===== config.mk =====
export PLATFORM = sky130hd
export DESIGN_NAME = vfpu_stream_ctrl
export DESIGN_NICKNAME = d
export VERILOG_FILES = /design/src/rtl/vfpu_stream_ctrl.sv
export SDC_FILE = /design/constraint.sdc
export NUM_CORES = 1
export LEC_CHECK = 0
export CORE_ASPECT_RATIO = 0.5
export CORE_MARGIN = 4
export CORE_UTILIZATION = 38
export CTS_CLUSTER_DIAMETER = 30
export DETAILED_ROUTE_END_ITERATION = 8
export PLACE_DENSITY_LB_ADDON = 0.25
export RECOVER_POWER = 50
export SYNTH_ARGS = -nofsm -noshare
export SYNTH_HDL_FRONTEND = slang
export SYNTH_SLANG_ARGS = --single-unit
export TNS_END_PERCENT = 30

===== constraint.sdc =====
create_clock -name clk_i -period 2 [get_ports clk_i]
set_input_delay 0.4 -clock clk_i [delete_from_list [all_inputs] [get_ports clk_i]]
set_output_delay 0.4 -clock clk_i [all_outputs]
set_load 0.02 [all_outputs]

===== src/rtl/vfpu_stream_ctrl.sv =====
// vfpu_stream_ctrl
// Job sequencer for the vector FPU streamer. A start pulse latches a job
// descriptor, the streamer is cleared, every source and the sink are started
// in the same cycle, and a done pulse is raised once every stream reports
// completion. A saturating counter measures the REQ..DONE span of each job.
module vfpu_stream_ctrl #(
    parameter int NB_OPERANDS = 2,
    parameter int ADDR_WIDTH  = 32,
    parameter int LEN_WIDTH   = 16,
    parameter int CNT_WIDTH   = 32
) (
    input  logic                              clk_i,
    input  logic                              rst_i,
    input  logic                              start_i,
    input  logic [LEN_WIDTH-1:0]              length_i,
    input  logic [NB_OPERANDS*ADDR_WIDTH-1:0] op_addr_i,
    input  logic [ADDR_WIDTH-1:0]             res_addr_i,
    output logic                              busy_o,
    output logic                              done_o,
    output logic                              err_o,
    output logic                              stream_clear_o,
    output logic [NB_OPERANDS-1:0]            src_req_start_o,
    output logic [NB_OPERANDS*ADDR_WIDTH-1:0] src_addr_o,
    output logic [LEN_WIDTH-1:0]              src_trans_size_o,
    input  logic [NB_OPERANDS-1:0]            src_ready_start_i,
    input  logic [NB_OPERANDS-1:0]            src_done_i,
    output logic                              sink_req_start_o,
    output logic [ADDR_WIDTH-1:0]             sink_addr_o,
    output logic [LEN_WIDTH-1:0]              sink_trans_size_o,
    input  logic                              sink_ready_start_i,
    input  logic                              sink_done_i,
    output logic [CNT_WIDTH-1:0]              cycles_o
);

    typedef enum logic [2:0] {
        ST_IDLE  = 3'd0,
        ST_CLEAR = 3'd1,
        ST_REQ   = 3'd2,
        ST_RUN   = 3'd3,
        ST_DONE  = 3'd4
    } state_e;

    state_e                          state_q, state_d;
    logic [LEN_WIDTH-1:0]            len_q, len_d;
    logic [NB_OPERANDS*ADDR_WIDTH-1:0] op_addr_q, op_addr_d;
    logic [ADDR_WIDTH-1:0]           res_addr_q, res_addr_d;
    logic [NB_OPERANDS-1:0]          src_flags_q, src_flags_d;
    logic                            sink_flag_q, sink_flag_d;
    logic [CNT_WIDTH-1:0]            cycles_q, cycles_d;
    logic                            all_ready_s;

    // Increment that sticks at all-ones so very long jobs never wrap to a small count.
    function automatic logic [CNT_WIDTH-1:0] sat_inc(input logic [CNT_WIDTH-1:0] val);
        if (val == {CNT_WIDTH{1'b1}}) begin
            sat_inc = val;
        end else begin
            sat_inc = val + {{(CNT_WIDTH-1){1'b0}}, 1'b1};
        end
    endfunction

    assign all_ready_s = (&src_ready_start_i) & sink_ready_start_i;

    // Next-state, descriptor latching, sticky completion flags and cycle counter.
    always_comb begin
        state_d     = state_q;
        len_d       = len_q;
        op_addr_d   = op_addr_q;
        res_addr_d  = res_addr_q;
        src_flags_d = src_flags_q;
        sink_flag_d = sink_flag_q;
        cycles_d    = cycles_q;
        case (state_q)
            ST_IDLE: begin
                if (start_i) begin
                    len_d      = length_i;
                    op_addr_d  = op_addr_i;
                    res_addr_d = res_addr_i;
                    // Zeroed here as well so an empty job, which skips CLEAR, still reports 1.
                    cycles_d   = {CNT_WIDTH{1'b0}};
                    if (length_i == {LEN_WIDTH{1'b0}}) begin
                        state_d = ST_DONE;
                    end else begin
                        state_d = ST_CLEAR;
                    end
                end else begin
                    state_d = ST_IDLE;
                end
            end
            ST_CLEAR: begin
                src_flags_d = {NB_OPERANDS{1'b0}};
                sink_flag_d = 1'b0;
                cycles_d    = {CNT_WIDTH{1'b0}};
                state_d     = ST_REQ;
            end
            ST_REQ: begin
                cycles_d = sat_inc(cycles_q);
                // Start is all-or-nothing: requests leave only when every stream is ready.
                if (all_ready_s) begin
                    state_d = ST_RUN;
                end else begin
                    state_d = ST_REQ;
                end
            end
            ST_RUN: begin
                cycles_d    = sat_inc(cycles_q);
                src_flags_d = src_flags_q | src_done_i;
                sink_flag_d = sink_flag_q | sink_done_i;
                // Flags set this cycle count, so the last pulse reaches DONE one cycle later.
                if ((&src_flags_d) && sink_flag_d) begin
                    state_d = ST_DONE;
                end else begin
                    state_d = ST_RUN;
                end
            end
            ST_DONE: begin
                cycles_d = sat_inc(cycles_q);
                state_d  = ST_IDLE;
            end
            default: begin
                state_d = ST_IDLE;
            end
        endcase
    end

    // State, descriptor, flag and counter registers with synchronous reset.
    always_ff @(posedge clk_i) begin
        if (rst_i) begin
            state_q     <= ST_IDLE;
            len_q       <= {LEN_WIDTH{1'b0}};
            op_addr_q   <= {(NB_OPERANDS*ADDR_WIDTH){1'b0}};
            res_addr_q  <= {ADDR_WIDTH{1'b0}};
            src_flags_q <= {NB_OPERANDS{1'b0}};
            sink_flag_q <= 1'b0;
            cycles_q    <= {CNT_WIDTH{1'b0}};
        end else begin
            state_q     <= state_d;
            len_q       <= len_d;
            op_addr_q   <= op_addr_d;
            res_addr_q  <= res_addr_d;
            src_flags_q <= src_flags_d;
            sink_flag_q <= sink_flag_d;
            cycles_q    <= cycles_d;
        end
    end

    // Output decode from the state register; start requests also qualify on readiness.
    always_comb begin
        busy_o           = (state_q != ST_IDLE);
        done_o           = (state_q == ST_DONE);
        err_o            = start_i & (state_q != ST_IDLE);
        stream_clear_o   = (state_q == ST_CLEAR);
        src_req_start_o  = {NB_OPERANDS{1'b0}};
        sink_req_start_o = 1'b0;
        if ((state_q == ST_REQ) && all_ready_s) begin
            src_req_start_o  = {NB_OPERANDS{1'b1}};
            sink_req_start_o = 1'b1;
        end else begin
            src_req_start_o  = {NB_OPERANDS{1'b0}};
            sink_req_start_o = 1'b0;
        end
    end

    assign src_addr_o        = op_addr_q;
    assign src_trans_size_o  = len_q;
    assign sink_addr_o       = res_addr_q;
    assign sink_trans_size_o = len_q;
    assign cycles_o          = cycles_q;

endmodule


Word-level counts from Yosys, hierarchy flattened
Cells that the tools add are included.
Widths: inputs -> output; s select.
{ "totals": {"register_bits": 150, "in_bits": 121, "wordCells": 43} }
{ "op_classes": {"add_sub_neg": 1, "eq_ne": 7, "muxes": 12, "n_bitwise": 4, "n_reduce_logical": 12} }
{ "op_table": {"columns": ["operator", "count"], "rows": [
  ["$pmux 32 s3", 1],
  ["$mux 32", 2],
  ["$add 32x1->32 const B", 1],
  ["$eq 32x32->1 const B", 1],
  ["$logic_not 16->1", 1],
  ["$pmux 3 s4", 1],
  ["$mux 3", 3],
  ["$eq 3x2->1 const B", 2],
  ["$reduce_and 2->1", 3],
  ["$reduce_bool 3->1", 2],
  ["$ne 2x2->1 const B", 2],
  ["$pmux 2 s2", 1],
  ["$eq 3x1->1 const B", 1],
  ["$eq 3x3->1 const B", 1],
  ["$logic_not 3->1", 1],
  ["$reduce_and 3->1", 1],
  ["$reduce_or 3->1", 1],
  ["$and 1x1->1", 2],
  ["$logic_and 1x1->1", 2],
  ["$mux 1", 2],
  ["$mux 2", 1],
  ["$or 2x2->2", 1],
  ["$pmux 1 s2", 1],
  ["$reduce_bool 2->1", 1],
  ["$or 1x1->1", 1]
]} }

Depth between registers and ports, before layout
{ "depth": {"depth_word": 5, "ltp_mapped": 8, "depth_no_buf": 6} }

Least setup slack after synthesis
Ideal clock, no wire load.
{ "synth_timing": {"path_type": "register to register", "startpoint": "reg cycles_q[0], in the netlist cycles_o[0]", "endpoint": "reg cycles_q[23], in the netlist cycles_o[23]", "arrival_ns": 1.961, "path_slack_ns": -0.083, "path_stages_with_launch": 8, "n_path_buf": 1, "synth_period_minus_slack_ns": 2.083, "cell_sequence": "dfxtp_1 ha_1 nand3_1 and4bb_4 a31o_2 buf_2 nor3_1 a221o_1"} }
{ "synth_between": {"elab_chain_len": 3, "word_cells_on_any_way": 6, "classes_between": "1 x add/sub; 2 x eq/ne; 2 x mux; 1 x reduce/logical"} }
{ "synth_lines": {"columns": ["item", "line", "rtl"], "rows": [
  ["from (decl)", "49", "logic [CNT_WIDTH-1:0] cycles_q, cycles_d;"],
  ["from (signal assigned)", "134", "cycles_q <= {CNT_WIDTH{1'b0}};"],
  ["from (signal assigned)", "142", "cycles_q <= cycles_d;"],
  ["$add 32x1->32 / $eq 32x32->1 (equally long branches)", "57, 54", null],
  ["$mux 32 / $ne 2x2->1 (equally long branches)", null, null],
  ["$pmux 32 s3 / $reduce_and 3->1 (equally long branches)", null, null]
]} }
Several ways; a longest one is shown, not always the timed one. The select of a mux whose other input is x is not followed.
A chain may end at the register's enable or synchronous reset.

Final worst setup path
{ "layout_timing": {"startpoint": "reg cycles_q[6], in the netlist cycles_o[6]", "endpoint": "out cycles_o[6]"} }
{ "layout_lines": {"columns": ["item", "line", "rtl"], "rows": [
  ["to (decl)", "32", "output logic [CNT_WIDTH-1:0] cycles_o"]
]} }
No word-level cell between the ends.

==> summary.txt <==
Detailed routing
  • DR iter-0 viols: ~290
  • Vias/cell: 5.03
  • Routed vias: approximately 6600
  • DRC viols: 0
  • Pre-Repair DR Iteration Count: 5
  • WL per Instance: ~16 µm
  • Final wirelength: between 20000 and 25000 µm
  • ANT nets after route: 0

Global routing
  • Global route overflow: 0
  • Initial antenna violation count: 0
  • Largest net degree at the start of global routing: 121
  • First-pass GRT wire length: about 32000 µm
  • Gr usage total: roughly a fifth
  • Vias in the first global route: between 6000 and 7000

CTS
  • H-tree levels: 4
  • Hold buffer count at CTS: 0
  • Clk_lat worst skew: 0.41 ns
  • Worst-path clk slew: approximately 0.060 ns
  • CTS tree: built
  • CTS root buffer: clkbuf_16
  • Num CTS Buffers: 17
  • Clock Sink Count: 150
  • Worst-case clock buffer depth: 2

Cells and area
  • Share of cells above drive strength 1: between 10% and 20%
  • Post-route design area: 10100 µm²
  • Synth-to-Final Area Change: 61.1%
  • Fin util: a little under two thirds
  • Final nets: between 1000 and 1500
  • Flip-flop and latch area: about 3000 µm²
  • # diodes: 0
  • Finished Layout Cells: roughly 1300
  • Fillcell total: 1414
  • Most frequent cells in the layout: nand2_1, clkdlybuf4s50_1, dfxtp_1, a21oi_1, buf_4
  • Area occupied by multi-input gates: around 2900 µm²
  • Most common cell after layout, fill and taps aside: nand2_1

Die
  • Total die area: 18700 µm²
  • Die height: 98.7 µm
  • Cell Rows: 32
  • Starting Density: roughly two fifths
  • # IOs: ~290
  • Core area: 15800 µm²
  • Die span in x: roughly 190 µm

Synth
  • Main synth FF type: dfxtp_1
  • Mapped Cells: 784
  • Post-Syn Area: 6250 µm²
  • Synth Area in XOR/XNOR: 0%
  • Post-synth cell types: 60
  • Synth async-reset ratio: 0%
  • Largest family of logic cells by synthesized area: simple AND/OR/NAND/NOR gates
  • Post-synth top area share: a little under 50%
  • Compound-Gate Fraction of Synth Area: between 10% and 20%
  • Synth Area in Adders: less than 1%
  • Synth Area in Simple Gates: a little over a quarter
  • Synthesized area per cell: between 7 and 8 µm²
  • #FFs+latches synth: 150
  • Post-synth EDFFs: 0
  • Area leader, netlist: dfxtp_1
  • Yosys warnings: 0
  • Syn Nets: 906
  • Mux share of post-synthesis cell area: 0.160%
  • Synth area leaders: dfxtp_1, nand2_1, a21oi_1
  • Share of the yosys chip area belonging to registers: between 40 and 50%

Timing
  • Crit path time final: just under 2 ns
  • Endpoints failing hold: 0
  • Min Hold Slack: about 0.42 ns
  • Worst clock skew: ~0.0080 ns
  • Finish-stage setup viols: 0
  • Worst-margin pin slew: between 0.5 and 0.6 ns
  • Unrepaired setup endpoints after global routing: no
  • F_max: 513 MHz
  • Final worst-path cycle share: 97.5%
  • Slew margin rel.: between 60% and 70%
  • Slew Limit Fails: 0

Place
  • GPL Wtd Cong: between 0.8 and 0.9
  • Placed cell area: approximately 9500 µm²
  • Hpwl dp: approximately 15000 µm
  • Count of input and output buffers: between 200 and 300
  • Inst Count DP: about 1300

Run status
  • Status: completed

Pwr
  • PwrDens: 785 nW/µm²
  • Tot Pwr: between 7 and 8 mW
  • Leak: around 3.9 nW
  • Sw frac: between 20% and 30%
  • Cell-internal power: ~5.7 mW
  • Comb pwr share: a little under a fifth
  • Clock Power Share: between 40% and 50%
  • VDD IR max: roughly 0.61 mV
  • Seq pwr share: 41.1%
  • Sw Pwr: around 2.2 mW

Setup path
  • Setup Crit Path Kind: reg -> out
  • Worst Path Arrival: approximately 1.6 ns
  • CP cell instances: buf_4 > clkdlybuf4s50_1
  • CP max stage cell: clkdlybuf4s50_1
  • Worst Setup Start Kind: flip-flop
  • CP peak stage delay: ~0.60 ns
  • Worst Path Required: roughly 1.6 ns
  • Crit-path max FO: 6
  • Critical Path Sink Type: output port

Flow run
  • MaxCap Viol Count: 0

Hold path
  • Worst Hold Class: in -> reg
## path summary, 6_finish.rpt
| check | cells past startpoint | from | endpoint | slack, ns |
|---|---|---|---|---|
| max | 2 | cycles_o[6] | cycles_o[6] | 0.05 |
| min | 4 | rst_i | cycles_o[1] | 0.42 |
| max reg2reg | 6 | cycles_o[7] | cycles_o[30] | 0.08 |
| min reg2reg | 2 | src_addr_o[21] | src_addr_o[21] | 0.45 |
## layer usage
metal	part of all wire (%)	up-vias	track usage, %
met5	0	-	0
met4	1.9	0	6.56
met3	7.9	31	8.46
met2	51	203	38.1
met1	39	3069	23.1
li1	-	3271	-
## synth_stat cells (all sizes together), types with 4 or more instances
cell    number
o311ai       4
o21a         4
nand3       18
a31oi       22
a21o         5
nand4       15
a21oi      123
nand2      251
buf         35
and3         7
nor3        13
nor4        10
or4          4
a31o        10
inv          6
dfxtp      150
and2         5
nor2        15
clkbuf      36
o21ai       10
## cell families (layout without fill, tap and decap cells)
kind of cell    Yosys count  in the layout
flops                   150            150
fa+ha+maj                 1              1
simple gates            356            356
buf+inv                  77            379
mux                       1              1
compound gates          199            199
## through the flow
stage	TNS, ns	setup WS [ns]
floorplan	0	0.0199
global placement	-1.12	-0.271
detailed placement	-1.16	-0.298
CTS	-0.00269	-0.00269
global route	0	0.00420
finish	0	0.0508
## cell type report
type / count / share of cell area [%]
clock buffer: 19 / 4.30
clock inverter: 13 / 1.48
inverter: 6 / 0.223
multi-input combinational: 557 / 28.7
sequential: 150 / 29.9
tap: 221 / 2.74
timing repair buffer: 341 / 32.7
## registers in the layout (all words and copies together) (netlist names)
signal             count
sink_flag_q            1
src_flags_q            2
sink_trans_size_o     16
state_q                3
src_addr_o            64
cycles_o              32
sink_addr_o           32
## power groups by stage
| stage | sequential [mW] | clock (mW) | combinational, mW |
|---|---|---|---|
| 3_3_place_gp | 3.31 | 0 | 1.48 |
| 4_1_cts | 3.26 | 3.28 | 1.50 |
| 5_1_grt | 3.27 | 3.40 | 1.56 |
| 3_5_place_dp | 3.32 | 0 | 1.50 |
| 6_report | 3.25 | 3.20 | 1.45 |
| 2_1_floorplan | 3.51 | 0 | 0.501 |
## worst max-delay path, delay by kind of cell (launching register included)
family	cells	cell delay, ns
flops	1	0.37
buf+inv	2	0.76
## what timing repair did
action,CTS,global route
gates resized for setup,14,22
setup buffers,0,1
endpoints found under the setup margin,7,22
pin swaps,0,2
(Power assumes the default switching activity.)
